===== config.mk =====
export PLATFORM = sky130hd
export DESIGN_NAME = aes_buffer_driver
export DESIGN_NICKNAME = d
export VERILOG_FILES = /design/src/rtl/aes_pkg.sv /design/src/rtl/aes_rd_lat.sv /design/src/rtl/aes_buffer_driver.sv
export SDC_FILE = /design/constraint.sdc
export NUM_CORES = 1
export LEC_CHECK = 0
export CORE_MARGIN = 2
export CORE_UTILIZATION = 42
export DETAILED_ROUTE_END_ITERATION = 10
export PLACE_DENSITY = 0.91
export RECOVER_POWER = 50
export SLEW_MARGIN = 20
export SYNTH_ARGS = -nofsm -noshare
export SYNTH_HDL_FRONTEND = slang
export SYNTH_HIERARCHICAL = 1
export SYNTH_SLANG_ARGS = --single-unit

===== constraint.sdc =====
create_clock -name clk_in -period 3.2 [get_ports clk_in]
set_input_delay 0.8 -clock clk_in [delete_from_list [all_inputs] [get_ports clk_in]]
set_output_delay 0.8 -clock clk_in [all_outputs]
set_load 0.01 [all_outputs]

===== src/rtl/aes_pkg.sv =====
// Shared types and constants for the AES buffer driver: terminator word, engine
// control encodings, default buffer layout and the driver FSM state type.
package aes_pkg;

    localparam logic [31:0] SENTINEL = 32'hDEADBEEF;

    localparam int IN_BASE_DEF   = 0;
    localparam int OUT_BASE_DEF  = 257;
    localparam int MAX_WORDS_DEF = 256;
    localparam int RD_LAT_DEF    = 2;

    localparam int ADDR_W = 10;
    localparam int CNT_W  = 9;

    localparam logic [2:0] AES_CTRL_IDLE = 3'b000;
    localparam logic [2:0] AES_CTRL_ENC  = 3'b001;
    localparam logic [2:0] AES_CTRL_DEC  = 3'b010;

    typedef enum logic [3:0] {
        ST_IDLE,
        ST_LOAD,
        ST_TERM,
        ST_RUN,
        ST_RELEASE,
        ST_RD_ISSUE,
        ST_RD_WAIT,
        ST_OUT,
        ST_CHECK,
        ST_DONE
    } aes_drv_state_t;

    // Buffer base plus word offset; the layout never reaches 1024 so no wrap is possible.
    function automatic logic [ADDR_W-1:0] word_addr(input int base, input logic [CNT_W-1:0] off);
        return ADDR_W'(base) + ADDR_W'(off);
    endfunction

endpackage


===== src/rtl/aes_rd_lat.sv =====
// Read-latency tracker: a DEPTH-deep valid shift register whose tail marks the
// cycle in which mem_rdata_in carries the word addressed at issue time.
module aes_rd_lat #(
    parameter int DEPTH = 2
) (
    input  logic clk_in,
    input  logic rst_in,
    input  logic issue,
    output logic capture
);

    logic [DEPTH-1:0] vld_reg;
    logic [DEPTH-1:0] vld_next;

    assign vld_next[0] = issue;

    generate
        for (genvar gi = 1; gi < DEPTH; gi++) begin : g_stage
            assign vld_next[gi] = vld_reg[gi-1];
        end
    endgenerate

    always_ff @(posedge clk_in or negedge rst_in) begin
        if (!rst_in) begin
            vld_reg <= '0;
        end else begin
            vld_reg <= vld_next;
        end
    end

    assign capture = vld_reg[DEPTH-1];

endmodule


===== src/rtl/aes_buffer_driver.sv =====
// Host-side initiator for the AES engine shared buffer: load input words plus terminator,
// run the engine, then stream the output buffer. AES_DRV_TERM_CHECK_EN adds an output-terminator check.
module aes_buffer_driver
    import aes_pkg::*;
#(
    parameter int IN_BASE   = IN_BASE_DEF,
    parameter int OUT_BASE  = OUT_BASE_DEF,
    parameter int MAX_WORDS = MAX_WORDS_DEF,
    parameter int RD_LAT    = RD_LAT_DEF
) (
    input  logic               clk_in,
    input  logic               rst_in,
    input  logic               s_valid_in,
    input  logic [31:0]        s_data_in,
    input  logic               s_last_in,
    input  logic               s_decrypt_in,
    output logic               s_ready_out,
    output logic               mem_own_out,
    output logic [ADDR_W-1:0]  mem_addr_out,
    output logic [3:0]         mem_we_out,
    output logic [31:0]        mem_wdata_out,
    input  logic [31:0]        mem_rdata_in,
    output logic [2:0]         aes_ctrl_out,
    input  logic               aes_complete_in,
    output logic               m_valid_out,
    output logic [31:0]        m_data_out,
    output logic               m_last_out,
    input  logic               m_ready_in,
    output logic               done_out,
    output logic               err_out
);

    localparam logic [CNT_W-1:0] MAX_CNT = CNT_W'(MAX_WORDS);
    localparam logic [CNT_W-1:0] ONE     = CNT_W'(1);

    aes_drv_state_t   state_reg, state_next;
    logic [CNT_W-1:0] cnt_reg, cnt_next;
    logic [CNT_W-1:0] idx_reg, idx_next;
    logic [CNT_W-1:0] cnt_base;
    logic             decrypt_reg, decrypt_next;
    logic             err_reg, err_next;
    logic [31:0]      data_reg, data_next;
    logic             alive_reg;
    logic             is_last;
    logic             rd_issue;
    logic             rd_capture;
`ifdef AES_DRV_TERM_CHECK_EN
    logic             chk_busy_reg, chk_busy_next;
`endif

    aes_rd_lat #(
        .DEPTH (RD_LAT)
    ) u_rd_lat (
        .clk_in  (clk_in),
        .rst_in  (rst_in),
        .issue   (rd_issue),
        .capture (rd_capture)
    );

    // alive_reg keeps s_ready_out low while reset is held and for the cycle it releases.
    always_ff @(posedge clk_in or negedge rst_in) begin
        if (!rst_in) begin
            state_reg    <= ST_IDLE;
            cnt_reg      <= '0;
            idx_reg      <= '0;
            decrypt_reg  <= 1'b0;
            err_reg      <= 1'b0;
            data_reg     <= '0;
            alive_reg    <= 1'b0;
`ifdef AES_DRV_TERM_CHECK_EN
            chk_busy_reg <= 1'b0;
`endif
        end else begin
            state_reg    <= state_next;
            cnt_reg      <= cnt_next;
            idx_reg      <= idx_next;
            decrypt_reg  <= decrypt_next;
            err_reg      <= err_next;
            data_reg     <= data_next;
            alive_reg    <= 1'b1;
`ifdef AES_DRV_TERM_CHECK_EN
            chk_busy_reg <= chk_busy_next;
`endif
        end
    end

    always_comb begin
        state_next    = state_reg;
        cnt_next      = cnt_reg;
        idx_next      = idx_reg;
        decrypt_next  = decrypt_reg;
        err_next      = err_reg;
        data_next     = data_reg;
        cnt_base      = cnt_reg;
        is_last       = (idx_reg == cnt_reg - ONE);
        rd_issue      = 1'b0;
        s_ready_out   = 1'b0;
        mem_own_out   = 1'b1;
        mem_addr_out  = '0;
        mem_we_out    = 4'h0;
        mem_wdata_out = '0;
        aes_ctrl_out  = AES_CTRL_IDLE;
        m_valid_out   = 1'b0;
        m_last_out    = 1'b0;
        done_out      = 1'b0;
`ifdef AES_DRV_TERM_CHECK_EN
        chk_busy_next = chk_busy_reg;
`endif

        case (state_reg)
            ST_IDLE, ST_LOAD: begin
                s_ready_out = alive_reg;
                if (state_reg == ST_IDLE) begin
                    cnt_base = '0;
                end
                if (s_valid_in && alive_reg) begin
                    cnt_next = cnt_base;
                    if (state_reg == ST_IDLE) begin
                        decrypt_next = s_decrypt_in;
                        err_next     = 1'b0;
                    end
                    // Overflow words are swallowed so the host stream never stalls.
                    if (cnt_base < MAX_CNT) begin
                        mem_we_out    = 4'hf;
                        mem_addr_out  = word_addr(IN_BASE, cnt_base);
                        mem_wdata_out = s_data_in;
                        cnt_next      = cnt_base + ONE;
                    end else begin
                        err_next = 1'b1;
                    end
                    if (s_data_in == SENTINEL) begin
                        err_next = 1'b1;
                    end
                    state_next = s_last_in ? ST_TERM : ST_LOAD;
                end
            end

            ST_TERM: begin
                mem_we_out    = 4'hf;
                mem_addr_out  = word_addr(IN_BASE, cnt_reg);
                mem_wdata_out = SENTINEL;
                state_next    = ST_RUN;
            end

            ST_RUN: begin
                mem_own_out  = 1'b0;
                aes_ctrl_out = decrypt_reg ? AES_CTRL_DEC : AES_CTRL_ENC;
                if (aes_complete_in) begin
                    state_next = ST_RELEASE;
                end
            end

            ST_RELEASE: begin
                idx_next   = '0;
                state_next = ST_RD_ISSUE;
            end

            ST_RD_ISSUE: begin
                mem_addr_out = word_addr(OUT_BASE, idx_reg);
                rd_issue     = 1'b1;
                state_next   = ST_RD_WAIT;
            end

            ST_RD_WAIT: begin
                mem_addr_out = word_addr(OUT_BASE, idx_reg);
                if (rd_capture) begin
                    data_next  = mem_rdata_in;
                    state_next = ST_OUT;
                end
            end

            ST_OUT: begin
                m_valid_out = 1'b1;
                m_last_out  = is_last;
                if (m_ready_in) begin
                    idx_next = (idx_reg < MAX_CNT) ? idx_reg + ONE : idx_reg;
                    if (is_last) begin
`ifdef AES_DRV_TERM_CHECK_EN
                        state_next = ST_CHECK;
`else
                        state_next = ST_DONE;
`endif
                    end else begin
                        state_next = ST_RD_ISSUE;
                    end
                end
            end

`ifdef AES_DRV_TERM_CHECK_EN
            ST_CHECK: begin
                mem_addr_out  = word_addr(OUT_BASE, cnt_reg);
                rd_issue      = !chk_busy_reg;
                chk_busy_next = 1'b1;
                if (rd_capture) begin
                    if (mem_rdata_in != SENTINEL) begin
                        err_next = 1'b1;
                    end
                    chk_busy_next = 1'b0;
                    state_next    = ST_DONE;
                end
            end
`endif

            ST_DONE: begin
                done_out   = 1'b1;
                state_next = ST_IDLE;
            end

            default: begin
                state_next = ST_IDLE;
            end
        endcase
    end

    assign m_data_out = data_reg;
    assign err_out    = err_reg;

endmodule


==> results.py <==
metrics = {
    "place": {
        "dpl_cell_area_sq_mm": 0.00529,
        "place_inst": 649,
        "io_buffer_count": 156,
        "place_congestion": 0.901,
        "dp_hpwl_um": 8280,
    },
    "die": {
        "pin_count": 158,
        "dieArea_sq_mm": 0.00896,
        "die_w_um": 94.7,
        "initial_core_util_pct": 42.7,
        "rows": 33,
        "dieHeight_um": 94.7,
        "fp.coreArea_sq_mm": 0.00809,
    },
    "clock_network": {
        "cts_tree": "built",
        "cts_sinks": 59,
        "root_buffer": "clkbuf_8",
        "cts.htree.levels": 3,
        "cts_buffers": 9,
        "cts.clk_slew.worst_paths_ps": 70,
        "postCtsHoldBufs": 0,
        "insertion_delay_ps": 340,
        "clk_path_buf_depth": 2,
    },
    "status": {
        "violations": "negative setup slack",
        "status": "complete, but fails checks",
    },
    "detailed_routing": {
        "detailroute.via_count": 3567,
        "wl_per_cell_um": 16.5,
        "vias_per_cell": 5.34,
        "ant_nets": 0,
        "drc": 0,
        "firstDrtPassIters": 4,
        "routed_wl_um": 11000,
        "drt_iter0_drc": 194,
    },
    "timing": {
        "slew_violations": 0,
        "rsz0062_at_grt": "yes",
        "hold_violations": 0,
        "fmax_ghz": 0.305,
        "finalWorstSetupSlack_ps": -74.2,
        "setup_viol": 1,
        "tightest_slew_ps": 1440,
        "holdWs_ps": 355,
        "skew_ps": 9.76,
        "finalCritPeriodShare_pct": 102,
        "slew_headroom_pct": 3.75,
        "period_needed_ps": 3270,
    },
    "setup_path": {
        "crit_path_start_kind": "register",
        "worst-path-buf-inv": 3,
        "crit_chain": "buf_4 -> or4_1 -> buf_4 -> o211ai_1 -> a32o_1 -> a21o_1 -> a211o_1 -> nor2_1 -> buf_2",
        "crit_path_max_incr_delay_ps": 590,
        "critical-path-top-delay-family": "simple AND/OR/NAND/NOR gates",
        "required_ps": 2400,
        "critPathCaptureType": "output port",
        "critPathKind": "reg2out",
        "cp.arrival_ps": 2470,
        "critPathMaxFanout": 9,
        "crit_path_frequent_cell": "buf_4",
        "cpMaxStageDelayCell": "or4_1",
        "r2r_slack_ps": 810,
    },
    "final_layout": {
        "antenna_cells": 0,
        "finalNonFillerCells": 668,
        "nNetsFinal": 633,
        "largest_reg_flops": 32,
        "drive_gt1_share_pct": 19.0,
        "post-route-util_pct": 68.0,
        "syn2layout_area_growth_pct": 59.5,
        "postLayoutCellArea_sq_mm": 0.00551,
        "fillers": 650,
    },
    "global_route": {
        "antenna_found_initial": 0,
        "gr-total-overflow": 0,
        "grt_max_degree": 60,
        "grtUsageTotal_pct": 24.7,
        "first_global_vias": 3573,
        "grt_pass1_wl_um": 17200,
    },
    "yosys": {
        "syn_inst": 382,
        "ys_types": 47,
        "avgSynthCellArea_sq_um": 9.04,
        "yosysTopAreaCell": "dfrtp_1",
        "synth.area.top_cells": "dfrtp_1 (43%), mux2_2 (11%), nor2_1 (7.9%)",
        "ys.flop_type": "dfrtp_1",
        "synth_top_area_share_pct": 42.8,
        "ys_warn_count": 6,
        "synthArstFlopShare_pct": 100,
        "synth_edf_count": 0,
        "syn-cell-area_sq_mm": 0.00345,
        "ys_seq_area_share_pct": 42.8,
        "synth_nets": 457,
        "ys_seq_elements": 59,
    },
    "power_and_ir_drop": {
        "vdd_drop_max_v": 0.000303,
        "power_leakage_nw": 2.52,
        "power_density_mw_per_mm2": 740,
        "p_total_mw": 4.07,
    },
    "job": {
        "drv_cap": 0,
    },
    "min_path": {
        "holdCritPathClass": "reg2reg",
    },
}
[metrics by stage]
| stage | worst slack, ps | setup TNS (ps) |
|---|---|---|
| floorplan | 243 | 0 |
| global placement | -277 | -6350 |
| detailed placement | -292 | -7440 |
| CTS | -30.8 | -30.8 |
| global route | -146 | -1040 |
| finish | -74.2 | -74.2 |
[path summary, 6_finish.rpt]
path,from,to,cells after the start
max in group asynchronous,rst_in,state_reg[1],2
setup reg to reg,cnt_reg[0],state_reg[2],10
min in group asynchronous,rst_in,idx_reg[3],2
hold / removal,u_rd_lat/vld_reg[0],u_rd_lat/vld_reg[1],0
hold reg to reg,u_rd_lat/vld_reg[0],u_rd_lat/vld_reg[1],0
setup / recovery,cnt_reg[2],m_last_out,9
[synthesized netlist by cell type, types with 6 or more instances]
cell type / instances
nand3_1: 11
nor3_1: 8
and2_1: 11
nand4b_1: 6
clkbuf_1: 15
xnor2_1: 14
inv_1: 7
nor2_1: 73
and3_1: 7
nand2_1: 35
o21ai_0: 24
dfrtp_1: 59
xor2_1: 11
a21oi_1: 7
mux2_2: 33
[layer usage]
layer  vias up  GRT usage (%)  share of wire (%)
met3        40           6.54                8.3
met2       192           42.8                 50
met4         0           13.0                3.9
met1      1674           27.6                 38
li1       1661              -                  -
met5         -              0                  0
[cell usage in the layout (no fill, tap or decap), types with 5 or more instances in the layout]
master and n:
a21oi_1 6, and2_1 10, and3_1 6, buf_2 6, buf_4 29, clkbuf_8 9, clkdlybuf4s50_1 84, dfrtp_1 56
dlygate4sd2_1 37, dlygate4sd3_1 24, inv_1 5, mux2_2 33, nand2_1 35, nand2b_1 5, nand3_1 10, nand4b_1 6
nor2_1 72, nor3_1 7, o21ai_0 25, xnor2_1 14, xor2_1 11
[power breakdown]
part	switching (mW)	leakage [nW]	internal [mW]	total, mW
combinational	1.01	1.71	1.17	2.18
clock	0.300	0.0937	0.364	0.664
sequential	0.199	0.721	1.03	1.23
[cells by family (layout without fill, tap and decap cells)]
| kind of cell | after synthesis | count (layout) | share of synthesized area [%] |
|---|---|---|---|
| simple gates | 172 | 172 | 24.1 |
| flops | 59 | 59 | 42.8 |
| compound gates | 51 | 51 | 9.28 |
| mux | 35 | 35 | 11.3 |
| buf+inv | 34 | 215 | 4.49 |
| xor+xnor | 25 | 25 | 6.34 |
| fa+ha+maj | 4 | 4 | 1.45 |
| other cells | 2 | 2 | 0.217 |
[cell type report]
type                    instances  area, sq um  share of cell area (%)
clock buffers                  11          131                    2.39
clock inverters                 5         63.8                    1.16
inverters                       7         26.3                   0.477
multi-input cells             289         1880                    34.1
flip-flops and latches         59         1480                    26.9
well taps                     105          131                    2.39
repair buffers                192         1790                    32.6
[what timing repair did]
item                       4_1_cts  5_1_grt
cloned                           0        0
setup endpoints to repair       46       38
resized for setup               71       19
buffers inserted                 1        2
pin swaps                        1        3
Note: power is estimated with default switching activity, not from simulation.
